### src/rtl/row_product_feeder_pkg.sv
// Shared constants and slot-index type for the row product feeder and the row adder.
package row_product_feeder_pkg;

   localparam int N_TAPS = 28;
   localparam int PIX_W  = 10;
   localparam int WGT_W  = 19;
   localparam int PROD_W = 26;
   localparam int ROW_W  = N_TAPS * PROD_W;

   typedef logic [4:0] slot_idx_t;

   localparam slot_idx_t LAST_SLOT = 5'd27;

   // Successor slot index, wrapping from the last tap back to tap 0.
   function automatic slot_idx_t next_slot(input slot_idx_t idx);
      return (idx == LAST_SLOT) ? '0 : idx + 5'd1;
   endfunction

endpackage

### src/rtl/row_product_feeder_tap_multiplier.sv
// Registered signed-weight x unsigned-pixel multiply, truncated to the product slot width.
module tap_multiplier
   import row_product_feeder_pkg::*;
(
   input  logic              clk,
   input  logic              rst,
   input  logic [PIX_W-1:0]  pix,
   input  logic [WGT_W-1:0]  wgt,
   output logic [PROD_W-1:0] prod
);

   logic [PROD_W-1:0] wgt_ext;
   logic [PROD_W-1:0] pix_ext;
   logic [PROD_W-1:0] prod_next;

   // Only the low PROD_W bits are kept, so extending both operands to PROD_W
   // and multiplying at that width gives the exact two's-complement truncation.
   assign wgt_ext   = {{(PROD_W-WGT_W){wgt[WGT_W-1]}}, wgt};
   assign pix_ext   = {{(PROD_W-PIX_W){1'b0}}, pix};
   assign prod_next = wgt_ext * pix_ext;

   always_ff @(posedge clk) begin
      if (rst) begin
         prod <= '0;
      end else begin
         prod <= prod_next;
      end
   end

endmodule

### src/rtl/row_product_feeder.sv
// Serial pixel/weight pairs in, one packed 28-product row out per completed row,
// double-buffered so the adder sees a stable row while the next one loads.
module row_product_feeder
   import row_product_feeder_pkg::*;
(
   input  logic             clk,
   input  logic             GlobalReset,
   input  logic             In_Valid,
   input  logic             In_First,
   input  logic [PIX_W-1:0] Pix_In,
   input  logic [WGT_W-1:0] Wgt_In,
   output logic [ROW_W-1:0] Result_28,
   output logic             Out_Valid,
   output logic             Busy,
   output logic [7:0]       Row_Count
);

   slot_idx_t         tap_cnt;
   slot_idx_t         accept_idx;
   slot_idx_t         s1_idx;
   slot_idx_t         s2_idx;
   logic              s1_valid;
   logic              s2_valid;
   logic [PIX_W-1:0]  s1_pix;
   logic [WGT_W-1:0]  s1_wgt;
   logic [PROD_W-1:0] prod;
   logic [PROD_W-1:0] work [N_TAPS];
   logic [ROW_W-1:0]  out_buf;
   logic [ROW_W-1:0]  done_row;

   // In_First restarts the row regardless of where the counter is.
   assign accept_idx = In_First ? '0 : tap_cnt;

   always_ff @(posedge clk) begin
      if (GlobalReset) begin
         tap_cnt  <= '0;
         s1_valid <= 1'b0;
         s1_idx   <= '0;
         s1_pix   <= '0;
         s1_wgt   <= '0;
      end else begin
         s1_valid <= In_Valid;
         if (In_Valid) begin
            s1_idx  <= accept_idx;
            s1_pix  <= Pix_In;
            s1_wgt  <= Wgt_In;
            tap_cnt <= next_slot(accept_idx);
         end
      end
   end

   tap_multiplier u_tap_multiplier (
      .clk  (clk),
      .rst  (GlobalReset),
      .pix  (s1_pix),
      .wgt  (s1_wgt),
      .prod (prod)
   );

   always_ff @(posedge clk) begin
      if (GlobalReset) begin
         s2_valid <= 1'b0;
         s2_idx   <= '0;
      end else begin
         s2_valid <= s1_valid;
         s2_idx   <= s1_idx;
      end
   end

   // Completed row: working slots 0..26 plus the product landing in slot 27 this cycle.
   always_comb begin
      done_row = '0;
      for (int k = 0; k < N_TAPS; k++) begin
         done_row[(N_TAPS-1-k)*PROD_W +: PROD_W] = (k == N_TAPS-1) ? prod : work[k];
      end
   end

   always_ff @(posedge clk) begin
      if (GlobalReset) begin
         for (int k = 0; k < N_TAPS; k++) begin
            work[k] <= '0;
         end
         out_buf   <= '0;
         Out_Valid <= 1'b0;
         Row_Count <= '0;
      end else begin
         Out_Valid <= 1'b0;
         if (s2_valid) begin
            work[s2_idx] <= prod;
            if (s2_idx == LAST_SLOT) begin
               out_buf   <= done_row;
               Out_Valid <= 1'b1;
               Row_Count <= Row_Count + 8'd1;
            end
         end
      end
   end

   assign Result_28 = out_buf;
   assign Busy      = (tap_cnt != '0) | s1_valid | s2_valid;

endmodule

### config.mk
export PLATFORM = sky130hd
export DESIGN_NAME = row_product_feeder
export DESIGN_NICKNAME = d
export VERILOG_FILES = /design/src/rtl/row_product_feeder_pkg.sv /design/src/rtl/row_product_feeder_tap_multiplier.sv /design/src/rtl/row_product_feeder.sv
export SDC_FILE = /design/constraint.sdc
export NUM_CORES = 2
export LEC_CHECK = 0
export ABC_AREA = 1
export CAP_MARGIN = 20
export CORE_ASPECT_RATIO = 0.5
export CORE_MARGIN = 10
export CORE_UTILIZATION = 32
export DETAILED_ROUTE_END_ITERATION = 7
export MAX_ROUTING_LAYER = met4
export SYNTH_ARGS = -nofsm -noshare
export SYNTH_HDL_FRONTEND = slang
export SYNTH_HIERARCHICAL = 1
export SYNTH_SLANG_ARGS = --single-unit
export TNS_END_PERCENT = 20
### constraint.sdc
create_clock -name clk -period 11.7 [get_ports clk]
set_input_delay 1.755 -clock clk [delete_from_list [all_inputs] [get_ports clk]]
set_output_delay 1.755 -clock clk [all_outputs]
set_load 0.1 [all_outputs]
==> results by group <==
Status
  – Status: complete, no violations

Timing
  – Normalized max-slew margin: 18.49%
  – Max Fclk: 0.1783 GHz
  – Worst Skew: 0.03019 ns
  – Worst-margin pin slew: 1.219 ns
  – Final critical-path setup slack: 6.090 ns
  – RSZ-0062 raised after global routing: false
  – Tcrit/Tclk final: 47.95%
  – Tmin final: 5.610 ns
  – Final Hold Fails: 0
  – Setup violators final: 0
  – Slew Viols, Final: 0
  – Setup TNS: 0 ns

Setup path
  – Slowest-stage cell, CP: nand2_1
  – WP buf/inv: 3
  – Worst path max stage delay: 1.01 ns
  – Worst R2R End: u_tap_multiplier/prod[24]
  – Worst EP arrival: 6.00 ns
  – Critical setup path kind: input port to flop
  – Crit-path max FO: 131
  – CP Cell Sequence: clkdlybuf4s50_1 > buf_4 > inv_8 > nand2_1 > nor3_4 > nand2_2 > nand2_1
  – Delay-heaviest family, CP: simple AND/OR/NAND/NOR gates
  – R2R Setup Slk: 6.25 ns
  – Crit start category: input port
  – Reg2Reg Depth: 19
  – Crit path required time: 12.09 ns
  – Most Frequent Cell on Critical Path: nand2_1
  – Reg2reg start: s1_pix[3]
  – WP depth: 7
  – Type of destination of the critical path: flop

Synth
  – Mapped Avg Cell Area: 9.774 um2
  – Mapped cell area: 0.05887 mm2
  – Syn. warnings: 708
  – Synth Register Bits: 1,511
  – Cell variety after synth: 40
  – Post-Syn Nets: 6,264
  – Sequential-to-total area share from yosys stat: 63.32%
  – Synth Instances: 6,023

Pwr
  – PwrDens: 157.5 mW/mm2
  – Leak: 0.03041 uW
  – Max VDD drop: 0.0001580 V

Job
  – Max-cap violations: 0

Drt
  – Vias per cell: 4.789
  – Routed WL: 211.6 mm
  – Final ANT Viol Nets: 0
  – Drt pass-1 iters: 6
  – Wire per inst: 23.06 um
  – Drt drc: 0
  – First DRT Iteration DRCs: 4,076
  – Vias post-DR: 43,930

Floorplanning
  – Core area: 0.1830 mm2
  – Die height: 323.3 um
  – Die width: 626.6 um
  – IO Count: 771
  – Die Area: 0.2026 mm2
  – Initial Utilization: 32.16%
  – FP Rows: 111

GRT
  – Total grt overflow: 0
  – Overall routing resource usage: 20.45%
  – Vias in the first global route: 42,070
  – Largest net degree at the start of global routing: 183
  – Initial antenna violation count: 5
  – Global-route wire length before repair: 296.0 mm

CTS
  – Resized cells post-CTS: 0
  – Clk slew on worst S/H paths: 0.06 ns
  – H-tree depth: 4
  – CTS tree: done
  – Clock sinks: 1,511
  – Root Buffer: clkbuf_16
  – Post-CTS setup buffer count: 0
  – Total CTS buffers: 145
  – CTS Hold Bufs: 0
  – Clk Latency, worst-skew pair: 0.79 ns
  – Max Root-Sink Buffers: 3

Placement
  – Placer Congestion: 0.8496
  – Port Buffer Count: 770
  – Post-DP HPWL: 137.4 mm
  – Pre-CTS setup slack: 5.304 ns

Final layout
  – Most common cell after layout, fill and taps aside: nor2_1
  – Final net count: 6,861
  – Commonest non-fill, non-tap cells in the layout: nor2_1, dfxtp_1, clkdlybuf4s50_1
  – Ratio of cells with drive above 1 in the final layout: 6.096%
  – Area delta synth->final: 25.28%

Worst hold path
  – Hold_sp: s1_idx[3]
  – Hold Path Sink: s2_idx[3]
  – Hold Path Class: flop to flop
  – Hold Crit Depth: 2
==> metrics by stage <==
| step | utilization [%] | std cells | power (uW) | hold slack [ns] | cell area, um2 |
|---|---|---|---|---|---|
| floorplan | - | 6023 | 6270 | 0.3996 | 58870 |
| global placement | 37.30 | 8877 | 6845 | 0.4085 | 68270 |
| detailed placement | 37.40 | 8885 | 6851 | 0.4078 | 68460 |
| CTS | 40.07 | 9154 | 11650 | 0.4164 | 73350 |
| global route | 40.29 | 9174 | 11950 | 0.4377 | 73750 |
| finish | 40.29 | 9174 | 11610 | 0.4163 | 73750 |
==> cell usage after synthesis (all sizes together) <==
cell type	n	area share [%]
fa	148	5.0
inv	374	2.4
buf	164	1.5
a22o	1	0.015
o21a	5	0.064
a21oi	80	0.68
ha	60	1.3
a21boi	1	0.013
xor2	4	0.060
nand4	7	0.074
clkbuf	241	1.5
o311ai	1	0.028
nand2	349	2.4
o21bai	4	0.051
nor3	13	0.19
nor4	2	0.021
o211ai	2	0.034
a21o	1	0.013
o22a	1	0.015
nand3	26	0.23
nand3b	1	0.013
a211oi	1	0.013
o21ai	795	6.8
dfxtp	809	28
nor2	2231	14
edfxtp	702	36
==> worst register-to-register path, cell delays in order, from the launching register on <==
cell and delay, ns:
dfxtp_1 0.90, nand2_1 0.23, fa_1 0.64, inv_1 0.12, fa_1 0.49, inv_1 0.05, fa_1 0.53, inv_1 0.05
fa_1 0.48, inv_1 0.05, fa_1 0.47, inv_1 0.04, ha_1 0.34, nand2_1 0.11, nor4_1 0.39, nand4_1 0.15
nand3_1 0.13, nand2_1 0.06, nand2_1 0.05, nor2_1 0.04
==> cells by family (layout without fill, tap and decap cells) <==
kind of cell	count (synthesis)	after routing	share of synthesized area, %
other	0	3	0
DFF	1511	1511	63.32
and+or+nand+nor	2629	2629	17.17
xor gates and xnor gates	4	4	0.05950
adders and majority gates	208	208	6.308
buffers and inverters	779	1498	5.449
AOI/OAI and AO/OA	892	892	7.696
==> layer usage <==
metal | track usage (%) | wire length, um
met2 | 36.46 | 110700
met5 | - | 0
met4 | 11.63 | 13750
met1 | 22.04 | 77230
met3 | 2.611 | 9899
==> worst max-delay path by stage <==
stage	startpoint	endpoint	slack, ns
floorplan	s1_pix[4]	u_tap_multiplier/prod[24]	6.83
global placement	GlobalReset	work[9][1]	5.25
detailed placement	GlobalReset	work[13][25]	5.30
CTS	GlobalReset	work[13][20]	6.14
global route	s1_pix[3]	u_tap_multiplier/prod[24]	5.85
finish	GlobalReset	work[21][3]	6.09
==> where the power goes <==
part,switching (uW),internal (uW)
Clock,2110,2750
Combinational,853,194
Sequential,75.1,5630
==> state kept, by name, indices dropped and copies added, names as in the netlist <==
signal                 flops
s1_pix                    10
Row_Count                  8
s2_valid                   1
tap_cnt                    5
s1_wgt                    19
s1_idx                     5
work                     702
s2_idx                     5
u_tap_multiplier/prod     26
Result_28                728
s1_valid                   1
Out_Valid                  1
==> final cells by class <==
cell class,count,area (um2)
multi-input cells,3733,18390
inverters,374,1435
flip-flops and latches,1511,37280
clock buffers,213,4314
well taps,2429,3039
clock inverters,56,579.3
diodes,3,7.507
repair buffers,855,8713
fillers,17760,109300
(Power assumes the default switching activity.)
